--- config.mk ---
export PLATFORM = sky130hd
export DESIGN_NAME = mips_cpu_harvard_hi_lo_unit
export DESIGN_NICKNAME = d
export VERILOG_FILES = /design/src/rtl/mips_cpu_harvard_hi_lo_unit.sv
export SDC_FILE = /design/constraint.sdc
export NUM_CORES = 1
export LEC_CHECK = 0
export ABC_CLOCK_PERIOD_IN_PS = 4500
export CAP_MARGIN = 20
export CORE_MARGIN = 1.5
export CORE_UTILIZATION = 45
export CTS_CLUSTER_SIZE = 40
export DETAILED_ROUTE_END_ITERATION = 12
export DONT_BUFFER_PORTS = 1
export GPL_TIMING_DRIVEN = 0
export MAX_ROUTING_LAYER = met4
export SLEW_MARGIN = 20
export SYNTH_ARGS = -nofsm -noshare
export SYNTH_HDL_FRONTEND = slang
export SYNTH_SLANG_ARGS = --single-unit
--- constraint.sdc ---
create_clock -name clk -period 4.5 [get_ports clk]
set_input_delay 0.9 -clock clk [delete_from_list [all_inputs] [get_ports clk]]
set_output_delay 0.9 -clock clk [all_outputs]
set_load 0.01 [all_outputs]
--- src/rtl/mips_cpu_harvard_hi_lo_unit.sv ---
// HI/LO owner for the Harvard MIPS core: iterative MULT/MULTU/DIV/DIVU (32 steps)
// plus single-cycle MTHI/MTLO. Signed ops iterate on magnitudes and fix signs in FINISH.
module mips_cpu_harvard_hi_lo_unit (
  input  logic        clk,
  input  logic        reset,
  input  logic        start,
  input  logic [2:0]  op,
  input  logic [31:0] op_a,
  input  logic [31:0] op_b,
  output logic        busy,
  output logic        done,
  output logic [31:0] hi,
  output logic [31:0] lo
);

  typedef enum logic [1:0] {IDLE, RUN, FINISH} state_t;

  state_t      state, state_nxt;
  logic [4:0]  cnt;
  logic [63:0] acc;       // mul: {partial product, multiplier}; div: {remainder, dividend/quotient}
  logic [31:0] opnd;      // multiplicand or divisor magnitude
  logic [31:0] a_raw;
  logic        is_div, neg_q, neg_r, div0;

  logic        accept, md_op, sgn;
  logic [31:0] abs_a, abs_b;

  assign accept = start && !busy;
  assign md_op  = ~op[2];
  assign sgn    = ~op[0];
  assign abs_a  = (sgn && op_a[31]) ? -op_a : op_a;
  assign abs_b  = (sgn && op_b[31]) ? -op_b : op_b;

  logic [32:0] mul_sum, div_sh;
  logic [31:0] div_diff;
  logic [63:0] acc_step;

  always_comb begin
    mul_sum  = {1'b0, acc[63:32]} + {1'b0, opnd};
    div_sh   = acc[63:31];
    div_diff = div_sh[31:0] - opnd;
    acc_step = acc;
    if (is_div) begin
      if (div_sh >= {1'b0, opnd}) acc_step = {div_diff, acc[30:0], 1'b1};
      else                        acc_step = {div_sh[31:0], acc[30:0], 1'b0};
    end else if (acc[0]) begin
      acc_step = {mul_sum, acc[31:1]};
    end else begin
      acc_step = {1'b0, acc[63:1]};
    end
  end

  logic [63:0] res;

  always_comb begin
    res = acc;
    if (!is_div) begin
      if (neg_q) res = -acc;
    end else if (div0) begin
      res = {a_raw, 32'hFFFF_FFFF};
    end else begin
      res[31:0]  = neg_q ? -acc[31:0]  : acc[31:0];
      res[63:32] = neg_r ? -acc[63:32] : acc[63:32];
    end
  end

  always_comb begin
    state_nxt = state;
    case (state)
      IDLE:    if (accept && md_op) state_nxt = RUN;
      RUN:     if (cnt == 5'd31)    state_nxt = FINISH;
      FINISH:  state_nxt = IDLE;
      default: state_nxt = IDLE;
    endcase
  end

  always_ff @(posedge clk) begin
    if (!reset) begin
      state  <= IDLE;
      cnt    <= '0;
      acc    <= '0;
      opnd   <= '0;
      a_raw  <= '0;
      is_div <= 1'b0;
      neg_q  <= 1'b0;
      neg_r  <= 1'b0;
      div0   <= 1'b0;
      hi     <= '0;
      lo     <= '0;
      busy   <= 1'b0;
      done   <= 1'b0;
    end else begin
      state <= state_nxt;
      done  <= 1'b0;
      case (state)
        IDLE: if (accept) begin
          case (op)
            3'b100: hi <= op_a;
            3'b101: lo <= op_a;
            3'b000, 3'b001, 3'b010, 3'b011: begin
              busy   <= 1'b1;
              cnt    <= '0;
              is_div <= op[1];
              acc    <= {32'd0, op[1] ? abs_a : abs_b};
              opnd   <= op[1] ? abs_b : abs_a;
              a_raw  <= op_a;
              neg_q  <= sgn && (op_a[31] ^ op_b[31]);
              neg_r  <= sgn && op_a[31];
              div0   <= (op_b == 32'd0);
            end
            default: ;
          endcase
        end
        RUN: begin
          acc <= acc_step;
          cnt <= cnt + 5'd1;
        end
        FINISH: begin
          {hi, lo} <= res;
          busy     <= 1'b0;
          done     <= 1'b1;
        end
        default: ;
      endcase
    end
  end

endmodule

; Word-level counts from Yosys, hierarchy flattened
; Cells that the tools add are included.
[totals]
latchBits = 0
rom_bits = 0
reg_bits = 205
output_inout_bits = 66
n_memories = 0
ram_bits = 0
[op_classes]
n_mul = 0
n_reduce_logical = 18
shifts = 0
addsub = 8
div_mod_pow = 0
magnitude_cmp = 1
eq_ne = 14
bitwise = 3
muxes = 31
[op_table]
columns = operator, n
row1 = $mux 64, 8
row2 = $mux 32, 10
row3 = $neg 32->32, 4
row4 = $pmux 32 s2, 2
row5 = $pmux 64 s2, 1
row6 = $neg 64->64, 1
row7 = $add 32x32->33, 1
row8 = $ge 33x32->1, 1
row9 = $logic_not 32->1, 1
row10 = $sub 32x32->32, 1
row11 = $reduce_and 3->1, 5
row12 = $mux 5, 2
row13 = $pmux 5 s2, 1
row14 = $ne 2x2->1 const B, 4
row15 = $eq 3x2->1 const B, 2
row16 = $eq 3x3->1 const B, 2
row17 = $add 5x1->5 const B, 1
row18 = $eq 5x5->1 const B, 1
row19 = $logic_and 1x1->1, 5
row20 = $mux 2, 2
row21 = $ne 2x1->1 const B, 2
row22 = $pmux 2 s2, 1
row23 = $reduce_bool 2->1, 2
row24 = $reduce_or 4->1, 1
row25 = 11 further kinds, 14

; Longest topological paths before layout
[depth]
ltp_word = 7
mapped_depth = 13
mapped_depth_nobuf = 13

; Worst setup path before layout
; Ideal clock, no wire load.
[synth_timing]
path_type = input to register
startpoint = input port op_a[6]
endpoint = register opnd[26]
required_time_ns = 4.368
n_path_buf = 1
cell_stages = 10
slack_ns = 1.114
arrival_time_ns = 3.254
cell_sequence = clkbuf_1 > or4_1 > or4_1 > nor3_1 > nand2_1 > o21ai_0 > xor2_1 > nand2_1 > o211ai_1 > a21oi_1
[synth_between]
elab_chain_len = 3
[synth_lines]
columns = item, line_no
row1 = from (decl), 8  ; input logic [31:0] op_a,
row2 = $neg 32->32, 31  ; assign abs_a = (sgn && op_a[31]) ? -op_a : op_a;
row3 = $mux 32, 31
row4 = $mux 32, 105  ; opnd <= op[1] ? abs_b : abs_a;
row5 = to (signal assigned), 105
row6 = to (decl), 21  ; logic [31:0] opnd;
; No other way between the ends.
; A chain may end at the register's enable or synchronous reset.

; Final worst setup path
[layout_timing]
startpoint = register opnd[12]
endpoint = register acc[56]
[layout_between]
elab_chain_len = 4
[layout_lines]
columns = item, line_no
row1 = "$add 32x32->33, or another cell as far along", 39  ; mul_sum = {1'b0, acc[63:32]} + {1'b0, opnd};
row2 = "$mux 64, on equally long branches", "46, 44"
row3 = $mux 64 (*), 43  ; if (is_div) begin
row4 = $pmux 64 s2 (*), 95  ; case (state)
row5 = to (signal assigned), 104  ; acc <= {32'd0, op[1] ? abs_a : abs_b};
row6 = to (signal assigned), 115  ; acc <= acc_step;
row7 = to (decl), 20  ; logic [63:0] acc;
; Mark *: on every way between the ends. The rest lies on a longest branch, timed or not.

==> impl_summary.log <==
[metrics] number of global-route vias before repair: 17.8k
[metrics] type of element launching the critical path: register
[metrics] starting density of the core: 45.5%
[metrics] overall via count from detail_route: 19.0k
[metrics] final global-route overflow total: 0
[metrics] synthesized netlist cell count: 2359
[metrics] weighted congestion at the end of routability-driven global placement: 1.01
[metrics] hold-fix buffers at CTS: 0
[metrics] Yosys cell types: 75
[metrics] transition time at the pin with the least slew margin: 1120 ps
[metrics] highest fanout seen on the critical path: 10
[metrics] proportion of netlist area held by the largest area contributor: 24.1%
[metrics] post-synthesis area per instance: 7.21 um2
[metrics] pwr/cell area: 334 mW/mm2
[metrics] number of endpoints with negative hold slack in the final report: 0
[metrics] sequential power share: 33.2%
[metrics] Cell Area, Synth: 0.0170 mm2
[metrics] Finish-stage setup viols: 0
[metrics] number of placed instances with taps included: 2870
[metrics] internal power consumption: 3840 uW
[metrics] number of buffers inserted during clock tree synthesis: 25
[metrics] signal arrival time at the worst endpoint: 4880 ps
[metrics] number of flops mapped to enable cells by yosys: 0
[metrics] width of the die: 197 um
[metrics] fin crit period: 4440 ps
[metrics] cell accounting for the most synthesized area: sky130_fd_sc_hd__dfxtp_1
[metrics] maximum number of pins on one net before global-route repair: 19
[metrics] number of I/O port buffers: 0
[metrics] Std-Cell Rows: 71
[metrics] combinational share of power: 31.2%
[metrics] layout cell share with drive strength beyond 1: 3.71%
[metrics] Net Switching: 2350 uW
[metrics] DIE HEIGHT: 197 um
[metrics] later-pin clock latency in the skew report: 580 ps
[metrics] Die ar.: 0.0390 mm2
[metrics] flip-flop cell with the highest count after synthesis: sky130_fd_sc_hd__dfxtp_1
[metrics] wire length of the first global-routing pass: 119000 um
[metrics] Critical Path RT: 4950 ps
[metrics] maximum level of the CTS H-tree: 1
[metrics] ys async rst share: 0%
[metrics] final non-filler cell total: 2914
[metrics] outcome: finished clean
[metrics] maxcap violations: 0
[metrics] FF+latch count, synth: 205
[metrics] Yosys warning count: 0
[metrics] First DRT Iteration DRCs: 2163
[metrics] buffers from clock root to sink, at most: 3
[metrics] mean number of vias per cell: 6.51
[metrics] half-perimeter wire length of the detailed placement result: 65100 um
[metrics] clock tree sinks: 205
[metrics] number of optimization iterations in the first detailed-route pass: 8
[metrics] commonest non-fill, non-tap cell in the layout: sky130_fd_sc_hd__nand2_1
[metrics] io pins: 136
[metrics] Post CTS Setup Buffer Count: 0
[metrics] cell types with the largest area share after synthesis: sky130_fd_sc_hd__dfxtp_1 (24%), sky130_fd_sc_hd__a21oi_1 (8.3%), sky130_fd_sc_hd__nand2_1 (6.6%)
[metrics] core outline area: 0.0374 mm2
[metrics] share of the yosys chip area belonging to registers: 24.1%
[metrics] Fmax achieved: 225 MHz
[metrics] Clock Power Share: 35.6%
[metrics] final period utilization: 98.6%
[metrics] proportion of total power due to net switching: 38.0%
[metrics] total routed wirelength: 83300 um
[metrics] maximum clock skew at final layout: 29.2 ps
[metrics] antenna violations before repair: 1
[metrics] layout overhead on the synthesized area: 9.03%
[metrics] GRT Util Overall: 43.1%
[metrics] unrepaired setup endpoints after global routing: yes
[metrics] type of the worst min-delay path: input pin to register
[metrics] ANT nets after route: 0
[metrics] worst vdd ir: 334 uV
[metrics] clock-pin slew reported for the worst setup and hold paths after clock tree synthesis: 60 ps
[metrics] total power: 6190 uW
[metrics] Syn Nets: 2501
[metrics] root buffer cell: sky130_fd_sc_hd__clkbuf_16
[metrics] most frequent cells in the layout: sky130_fd_sc_hd__nand2_1 (300), sky130_fd_sc_hd__a21oi_1 (281), sky130_fd_sc_hd__dfxtp_1 (205)
[metrics] Leakage: 0.00689 uW
[metrics] count of final max-slew check failures: 0
[metrics] kind of end point of the critical path: register
[metrics] number of design rule violations left after detail routing: 0
[metrics] max-slew headroom at the worst pin: 25.4%
[metrics] TritonCTS clock tree: built
[metrics] type of the setup path with the least slack: register to register
[metrics] routed length per instance: 28.6 um
[metrics] final net count: 2527
## state kept, by name, indices dropped and copies added (netlist names)
register / count
acc: 64
neg_q: 1
cnt: 5
hi: 32
is_div: 1
opnd: 32
neg_r: 1
state: 2
a_raw: 32
div0: 1
done: 1
lo: 32
busy: 1
## worst max-delay path, cell delays in order (launching register included)
cell                       delay, ps
sky130_fd_sc_hd__dfxtp_1         480
sky130_fd_sc_hd__inv_1            80
sky130_fd_sc_hd__ha_1            270
sky130_fd_sc_hd__clkbuf_1        250
sky130_fd_sc_hd__a21o_1          280
sky130_fd_sc_hd__o21bai_1        190
sky130_fd_sc_hd__or3_1           330
sky130_fd_sc_hd__o22ai_2         370
sky130_fd_sc_hd__o21ai_0         420
sky130_fd_sc_hd__a21boi_4        540
sky130_fd_sc_hd__clkbuf_2        420
sky130_fd_sc_hd__nand2_1         300
sky130_fd_sc_hd__o221ai_1        270
sky130_fd_sc_hd__o21ai_0         100
## kinds of logic (layout without fill, tap and decap cells)
group	after synthesis	after routing	synth area share, %
adder cells (fa/ha/maj)	72	72	5.39
XOR/XNOR	195	195	10.0
AND/OR/NAND/NOR	707	707	19.1
AO/OA/AOI/OAI	813	813	30.0
multiplexers	81	81	4.89
flip-flops	205	205	24.1
other	0	2	0
buffers and inverters	286	328	6.42
## final timing paths
| path | startpoint | to | slack [ps] | depth (start not counted) |
|---|---|---|---|---|
| worst min register to register | a_raw[25] | a_raw[25] | 450 | 2 |
| worst max register to register | opnd[12] | acc[56] | 60 | 13 |
| worst max-delay path | opnd[12] | acc[56] | 60 | 13 |
| worst min-delay path | op_a[1] | a_raw[1] | 450 | 2 |
## metal layers
metal | track usage (%) | up-vias | wire (um)
met2 | 64.9 | 1077 | 36000
met1 | 53.6 | 9050 | 33600
met5 | - | - | 0
li1 | - | 8601 | -
met4 | 24.6 | 0 | 5600
met3 | 8.69 | 255 | 8090
## final cells by class
class / instances / area (um2)
sequential: 205 / 4100
antenna: 2 / 5.00
inverter: 76 / 289
clock buffer: 37 / 741
fill: 3919 / 18900
buffer: 209 / 808
clock inverter: 6 / 120
tap: 511 / 639
multi-input combinational: 1868 / 11800
## metrics by stage
stage | utilization, % | worst slack, ps | instance area, um2 | hold slack [ps] | TNS (ps)
3_3_place_gp | 47.2 | -892 | 17600 | 441 | -18610
2_1_floorplan | - | 1110 | 17000 | 424 | 0
3_5_place_dp | 47.2 | -646 | 17600 | 447 | -10920
4_1_cts | 49.5 | 18.6 | 18500 | 437 | 0
6_report | 49.6 | 63.9 | 18500 | 447 | 0
5_1_grt | 49.6 | -1.60 | 18500 | 462 | -1.60
## power by group through the flow
stage	clock (uW)	combinational (uW)	sequential, uW
CTS	2210	1860	2050
floorplan	0	1240	2030
finish	2210	1930	2060
global route	2270	2040	2060
global placement	0	1840	2090
detailed placement	0	1850	2090
## Yosys cell counts, drive strengths merged, types with 17 or more instances
library cell	number
o31ai	34
inv	74
ha	70
nor2b	23
o21ai	179
a21o	31
nand2b	20
o211ai	60
or4	20
nor4	19
a21oi	281
or3	23
dfxtp	205
xnor2	123
xor2	72
clkbuf	190
o221ai	42
and3	17
a211oi	33
a31oi	22
buf	20
nand3	40
nor2	154
o22ai	17
mux2i	65
nor3	48
nand2	300
## what timing repair did
item | CTS | global route
gates resized for setup | 4 | 10
endpoints found under the setup margin | 32 | 23
pin swaps | 0 | 1
No activity file was read; power rests on OpenSTA's default activity.
